[config.mk]
export PLATFORM = sky130hd
export DESIGN_NAME = dot_prod_ctrl
export DESIGN_NICKNAME = d
export VERILOG_FILES = /design/src/rtl/dot_prod_ctrl.sv
export SDC_FILE = /design/constraint.sdc
export NUM_CORES = 1
export LEC_CHECK = 0
export ABC_AREA = 1
export CAP_MARGIN = 20
export CORE_ASPECT_RATIO = 0.7
export CORE_UTILIZATION = 51
export CTS_CLUSTER_DIAMETER = 30
export DETAILED_ROUTE_END_ITERATION = 7
export PLACE_DENSITY = 0.8
export SLEW_MARGIN = 20
export SYNTH_ARGS = -nofsm -noshare
export SYNTH_HDL_FRONTEND = slang
export SYNTH_SLANG_ARGS = --single-unit
[constraint.sdc]
create_clock -name clk -period 2.2 [get_ports clk]
set_input_delay 0.55 -clock clk [delete_from_list [all_inputs] [get_ports clk]]
set_output_delay 0.55 -clock clk [all_outputs]
set_load 0.02 [all_outputs]
[src/rtl/dot_prod_ctrl.sv]
// Operand sequencer and accumulator for an external registered 8x8 multiplier.
// Accepts LEN (a,b) byte pairs, feeds each pair to the multiplier and sums the
// returned 16-bit products into one dot-product result. The result is offered
// on a valid/ready port together with a sticky overflow flag.
module dot_prod_ctrl #(
  parameter int unsigned LEN     = 8,
  parameter int unsigned ACC_W   = 19,
  parameter int unsigned MUL_LAT = 1
) (
  input  logic             clk,
  input  logic             rst_n,
  input  logic             in_valid,
  output logic             in_ready,
  input  logic [7:0]       in_a,
  input  logic [7:0]       in_b,
  output logic [7:0]       mul_a,
  output logic [7:0]       mul_b,
  input  logic [15:0]      mul_p,
  output logic             res_valid,
  input  logic             res_ready,
  output logic [ACC_W-1:0] res_data,
  output logic             res_ovf
);

  localparam int unsigned CNT_W = (LEN > 1) ? $clog2(LEN) : 1;
  localparam logic [CNT_W-1:0] LAST_CNT = CNT_W'(LEN - 1);

  typedef enum logic [1:0] {
    ST_ACC,
    ST_DRAIN,
    ST_DONE
  } state_t;

  state_t             r_state;
  state_t             w_state_nxt;
  logic [CNT_W-1:0]   r_cnt;
  logic [MUL_LAT:0]   r_v;
  logic [ACC_W-1:0]   r_acc;
  logic [ACC_W:0]     w_sum;
  logic               w_accept;
  logic               w_last_accept;
  logic               w_prod_ok;
  logic               w_last_prod;
  logic               w_hs;

  assign in_ready      = rst_n && (r_state == ST_ACC);
  assign w_accept      = in_valid && in_ready;
  assign w_last_accept = w_accept && (r_cnt == LAST_CNT);
  assign w_prod_ok     = r_v[MUL_LAT];
  // No accepts happen in DRAIN, so the final product is the one reaching the
  // pipeline output with every earlier stage already empty.
  assign w_last_prod   = (r_state == ST_DRAIN) && r_v[MUL_LAT] && !(|r_v[MUL_LAT-1:0]);
  assign w_hs          = res_valid && res_ready;
  assign w_sum         = {1'b0, r_acc} + {{(ACC_W-15){1'b0}}, mul_p};

  // State register
  always_ff @(posedge clk or negedge rst_n) begin
    if (!rst_n) r_state <= ST_ACC;
    else        r_state <= w_state_nxt;
  end

  // Next-state logic
  always_comb begin
    w_state_nxt = r_state;
    case (r_state)
      ST_ACC:   if (w_last_accept) w_state_nxt = ST_DRAIN;
      ST_DRAIN: if (w_last_prod)   w_state_nxt = ST_DONE;
      ST_DONE:  if (w_hs)          w_state_nxt = ST_ACC;
      default:                     w_state_nxt = ST_ACC;
    endcase
  end

  // Operand registers toward the multiplier; zero when nothing is accepted
  always_ff @(posedge clk or negedge rst_n) begin
    if (!rst_n) begin
      mul_a <= '0;
      mul_b <= '0;
    end else if (w_accept) begin
      mul_a <= in_a;
      mul_b <= in_b;
    end else begin
      mul_a <= '0;
      mul_b <= '0;
    end
  end

  // Valid flags tracking each pair through the multiplier latency
  always_ff @(posedge clk or negedge rst_n) begin
    if (!rst_n) r_v <= '0;
    else        r_v <= {r_v[MUL_LAT-1:0], w_accept};
  end

  // Accept counter within a vector
  always_ff @(posedge clk or negedge rst_n) begin
    if (!rst_n) begin
      r_cnt <= '0;
    end else if (w_accept) begin
      if (r_cnt == LAST_CNT) r_cnt <= '0;
      else                   r_cnt <= r_cnt + 1'b1;
    end
  end

  // Accumulator: adds each valid product, cleared once the result is taken out
  always_ff @(posedge clk or negedge rst_n) begin
    if (!rst_n) begin
      r_acc <= '0;
    end else if (w_prod_ok) begin
      if (w_last_prod) r_acc <= '0;
      else             r_acc <= w_sum[ACC_W-1:0];
    end
  end

  // Result register and valid flag
  always_ff @(posedge clk or negedge rst_n) begin
    if (!rst_n) begin
      res_data  <= '0;
      res_valid <= 1'b0;
    end else if (w_last_prod) begin
      res_data  <= w_sum[ACC_W-1:0];
      res_valid <= 1'b1;
    end else if (w_hs) begin
      res_valid <= 1'b0;
    end
  end

  // Sticky overflow flag, cleared by the result handshake
  always_ff @(posedge clk or negedge rst_n) begin
    if (!rst_n) begin
      res_ovf <= 1'b0;
    end else if (w_hs) begin
      res_ovf <= 1'b0;
    end else if (w_prod_ok && w_sum[ACC_W]) begin
      res_ovf <= 1'b1;
    end
  end

endmodule

-- Word level (Yosys, flattened, before mapping)
Cells that the tools add are included.
- register bits after elaboration: 63
- input bits: 36
- output and inout bits: 38
- logic and storage cells: 41
- add/subtract/negate cells: 2
- equality and inequality tests: 6
- multiplexer cells: 12
- reduce and logical (&&, ||, !) cells: 12
- operators by type and width (operator ; count):
    $add A19 B16 Y20 ; 1
    $mux W19 ; 1
    $mux W8 ; 2
    $logic_and A1 B1 Y1 ; 7
    $mux W2 ; 3
    $ne A2 B2 Y1 const B ; 3
    $pmux W2 S3 ; 1
    $mux W1 ; 4
    $reduce_bool A2 Y1 ; 2
    $add A3 B1 Y3 const B ; 1
    $eq A3 B3 Y1 const B ; 1
    $mux W3 ; 1
    $reduce_and A3 Y1 ; 1
    $eq A2 B1 Y1 const B ; 1
    $eq A2 B2 Y1 const B ; 1
    $logic_not A2 Y1 ; 1
    $logic_not A1 Y1 ; 1

-- Longest topological paths before layout
- word-level depth: 6
- gate-level depth with buffers: 13
- gate-level depth less buffers: 13

-- Worst setup path before layout
OpenSTA, ideal clock, no wires.
- path type: input to register
- start point: input mul_p[0]
- end point: register r_acc[14]
- library setup time: 117 ps
- arrival time: 1783 ps
- required time: 2083 ps
- setup slack: 299 ps
- cell stages on the path: 13
- path buffers: 0
- cell sequence: ha_1 -> inv_1 -> fa_1 -> inv_1 -> nand3_1 -> nand3_2 -> nand2_1 -> nand2_2 -> nand2_1 -> nand2_1 -> nand2_1 -> nand3_1 -> nand2_1
- word-level cells in the longest chain between the ends: 2
- RTL lines (element ; line ; RTL):
    start, declared ; 18 ; input logic [15:0] mul_p,
    $add A19 B16 Y20 ; 54 ; assign w_sum = {1'b0, r_acc} + {{(ACC_W-15){1'b0}}, mul_p};
    $mux W19 ; 108 ; if (w_last_prod) r_acc <= '0;
    end signal, assigned ; 109 ; else r_acc <= w_sum[ACC_W-1:0];
    end, declared ; 38 ; logic [ACC_W-1:0] r_acc;
No other way between the ends.
A chain may end at the register's enable or synchronous reset.

-- Worst setup path in the final report
- start point: input mul_p[0]
- end point: register r_acc[16]
Same word-level chain as after synthesis.

==> results.txt <==
Summed instance area of the synthesized netlist: 3400 um2
Pwr per Cell Area: 1330 nW/um2
Clock-pin slew on the worst setup and hold paths: 70 ps
Final setup fails: 0
Max Clock Freq: 0.471 GHz
Power share of the combinational group: 54.5%
Largest vdd supply drop: 645 uV
Worst Setup Start Kind: primary input
CP Cell Sequence: clkdlybuf4s50_1 -> ha_2 -> inv_1 -> fa_2 -> inv_2 -> nand3_2 -> nand3_2 -> nand2_1 -> nand2_2 -> nand2_1 -> nand2_1 -> nand2_1 -> nand3_1 -> nand2_1
Fraction of final layout cells with drive strength greater than 1: 14.8%
Area enclosed by the die boundary: 7000 um2
Number of buffers inserted during clock tree synthesis: 9
Clk Tree Root Cell: clkbuf_8
Number of flops mapped to enable cells by yosys: 0
Wire length of the first global-routing pass: 13.9 mm
Total half-perimeter wirelength after legalization and detailed placement: 6.08 mm
Final nets: 597
Instance count of the mapped netlist: 431
Number of DRC violations after detailed-routing iteration 0: 124
Data arrival time of the critical path: 2370 ps
Slew of the pin with the lowest slew margin: 801 ps
Final-layout fill cell count: 497
Non-filler cells, final: 638
Leakage power: 2.44 nW
Sum of negative setup slack: 0 ps
Outcome: complete, no violations
Switching component of the power: 2.62 mW
Via count normalized by instance count: 4.83
Hold crit path type: reg2reg
Hold buffers post-CTS: 0
Worst hold slack: 446 ps
Initial core utilization: 53.7%
CORE AREA: 6340 um2
Crit-path max cell delay: 460 ps
Count of buffers from port buffering: 73
Number of register bits inferred by synthesis: 63
Worst setup EP type: flop
Wire length per cell: 12.9 um
H-tree level count: 3
Insertion delay to the later sink of the worst-skew pair: 360 ps
Number of warning messages in the yosys log: 0
Last weighted congestion value of the routability-driven placer: 0.899
Chip height: 70.3 um
Grt total ovfl: 0
Number of core rows: 24
Post-route clock period utilization: 96.6%
Final hold viol count: 0
Number of optimization iterations in the first detailed-route pass: 4
Final Critical Period: 2130 ps
Slowest stage cell, crit path: clkdlybuf4s50_1
Asr flop ratio synth: 100%
Via Count: 3084
CP max FO: 3
Largest net degree at the start of global routing: 64
Final number of max-transition violations: 0
Io pins: 74
Area growth, synth to finish: 37.3%
Portion of total power attributed to the clock network: 15.6%
Max Root-Sink Buffers: 2
Class of the most critical setup path: in2reg
Sequential fraction of the synthesis area: 46.4%
Tightest slew margin relative to the limit: 46.6%
Leading cell type in the layout, fill and taps excluded: nand2_1
Number of antenna repair diodes: 0
Multi-input gate area: 1590 um2
Routed wire length: 8.22 mm
Fraction of the core area covered by cells at the end of the flow: 73.7%
Endpoint required time on the critical path: 2440 ps
Clk sinks: 63
Vias in the first global route: 3138
Per-instance average area after synthesis: 7.89 um2
Instance count after placement with tap cells included: 620
RSZ-0062 raised after global routing: yes
Die width: 99.6 um
Switching part of the total power: 42.3%
CTS tree: done
Number of antenna violations at the first check in global routing: 0
Share of total power in sequential cells: 29.9%
Worst-case clock skew: 12.3 ps
Cell mode on critical path: nand2_1
Leading register cell type out of synthesis: dfrtp_1
Number of distinct standard cells referenced by the synthesized netlist: 34
Commonest cells after routing, fill and taps aside: nand2_1 (140), clkdlybuf4s50_1 (71), dfrtp_1 (63)
Syn_nets: 486
Post-route total power: 6.20 mW
Number of max-cap violations: 0
Residual antenna-violating net count after detailed routing: 0
Drt drc: 0
Overall routing resource usage: 25.8%
Combined flip-flop and latch cell area: 1580 um2
Cell-internal power: 3.58 mW
-- registers in the layout, summed over array words and instances, names as in the netlist --
name,count
res_valid,1
r_v,2
r_cnt,3
r_state,2
res_data,19
r_acc,19
res_ovf,1
mul_b,8
mul_a,8
-- Yosys cell counts, types with 2 or more instances --
master / n / area (um2)
nand3_1: 26 / 130
and2_1: 2 / 12.5
nand3b_1: 7 / 52.6
o21ai_1: 3 / 15.0
xnor2_1: 6 / 52.6
a21oi_2: 3 / 26.3
o21ai_0: 17 / 85.1
nand2_1: 144 / 541
nand2_2: 7 / 43.8
nor2_2: 3 / 18.8
nor2_1: 40 / 150
ha_1: 18 / 225
inv_1: 54 / 203
buf_2: 3 / 15.0
o22ai_1: 2 / 12.5
a21oi_1: 11 / 55.1
dfrtp_1: 63 / 1580
clkbuf_1: 3 / 11.3
buf_4: 2 / 15.0
nand3_2: 3 / 30.0
-- worst max-delay path: cells and delay by family --
| kind | cells | cell delay, ps |
|---|---|---|
| simple gates | 9 | 640 |
| buf+inv | 3 | 600 |
| fa+ha+maj | 2 | 570 |
-- final cells by class --
class / instances / area share, %
multi-input combinational: 304 / 34.0
clock inverter: 6 / 1.10
inverter: 55 / 4.42
clock buffer: 10 / 2.95
timing repair buffer: 109 / 21.3
sequential: 63 / 33.8
tap: 91 / 2.44
-- power by group through the flow --
stage                     sequential [mW]  clock, mW  combinational, mW
after floorplan                      2.08          0               1.76
after global placement               1.85          0               3.22
after detailed placement             1.87          0               3.31
after CTS                            1.85      0.992               3.33
after global routing                 1.90       1.03               3.76
final                                1.85      0.970               3.38
-- through the flow --
step,setup slack (ps),area [um2]
floorplan,299,3400
global placement,-260,4440
detailed placement,-277,4440
CTS,79.9,4630
global route,-38.2,4670
finish,74.7,4670
-- repair_timing --
item                       CTS  global route
buffers inserted             0             2
gates resized for setup      1             9
hold endpoints to repair     0             0
pin swaps                    0             3
setup endpoints to repair    1            18
-- path summary, 6_finish.rpt --
| path | cells after the start | slack [ps] | startpoint | endpoint |
|---|---|---|---|---|
| setup / recovery | 14 | 70 | mul_p[0] | r_acc[16]$_DFFE_PN0P_ |
| hold / removal | 0 | 450 | r_v[0]$_DFF_PN0_ | r_v[1]$_DFF_PN0_ |
| setup reg to reg | 7 | 360 | r_acc[8]$_DFFE_PN0P_ | res_data[9]$_DFFE_PN0P_ |
| hold reg to reg | 0 | 450 | r_v[0]$_DFF_PN0_ | r_v[1]$_DFF_PN0_ |
| max in group asynchronous | 2 | 1200 | rst_n | mul_b[4]$_DFF_PN0_ |
| min in group asynchronous | 2 | 460 | rst_n | r_acc[8]$_DFFE_PN0P_ |
-- per-layer routing --
layer	up-vias	share of wire (%)	track usage [%]	wire length [um]
met2	87	45	42.1	3720
li1	1567	-	-	-
met5	-	0	0	0
met4	0	1.1	6.21	87
met1	1422	45	32.0	3720
met3	8	8.4	10.3	689
-- cells by family after synthesis --
kind of cell	after synthesis	synth area share, %
adder cells (fa/ha/maj)	19	7.21
flip-flops	63	46.4
buffers and inverters	64	7.62
AO/OA/AOI/OAI	41	6.99
AND/OR/NAND/NOR	237	30.0
XOR/XNOR	7	1.80
Power figures use the tool's default switching activity.
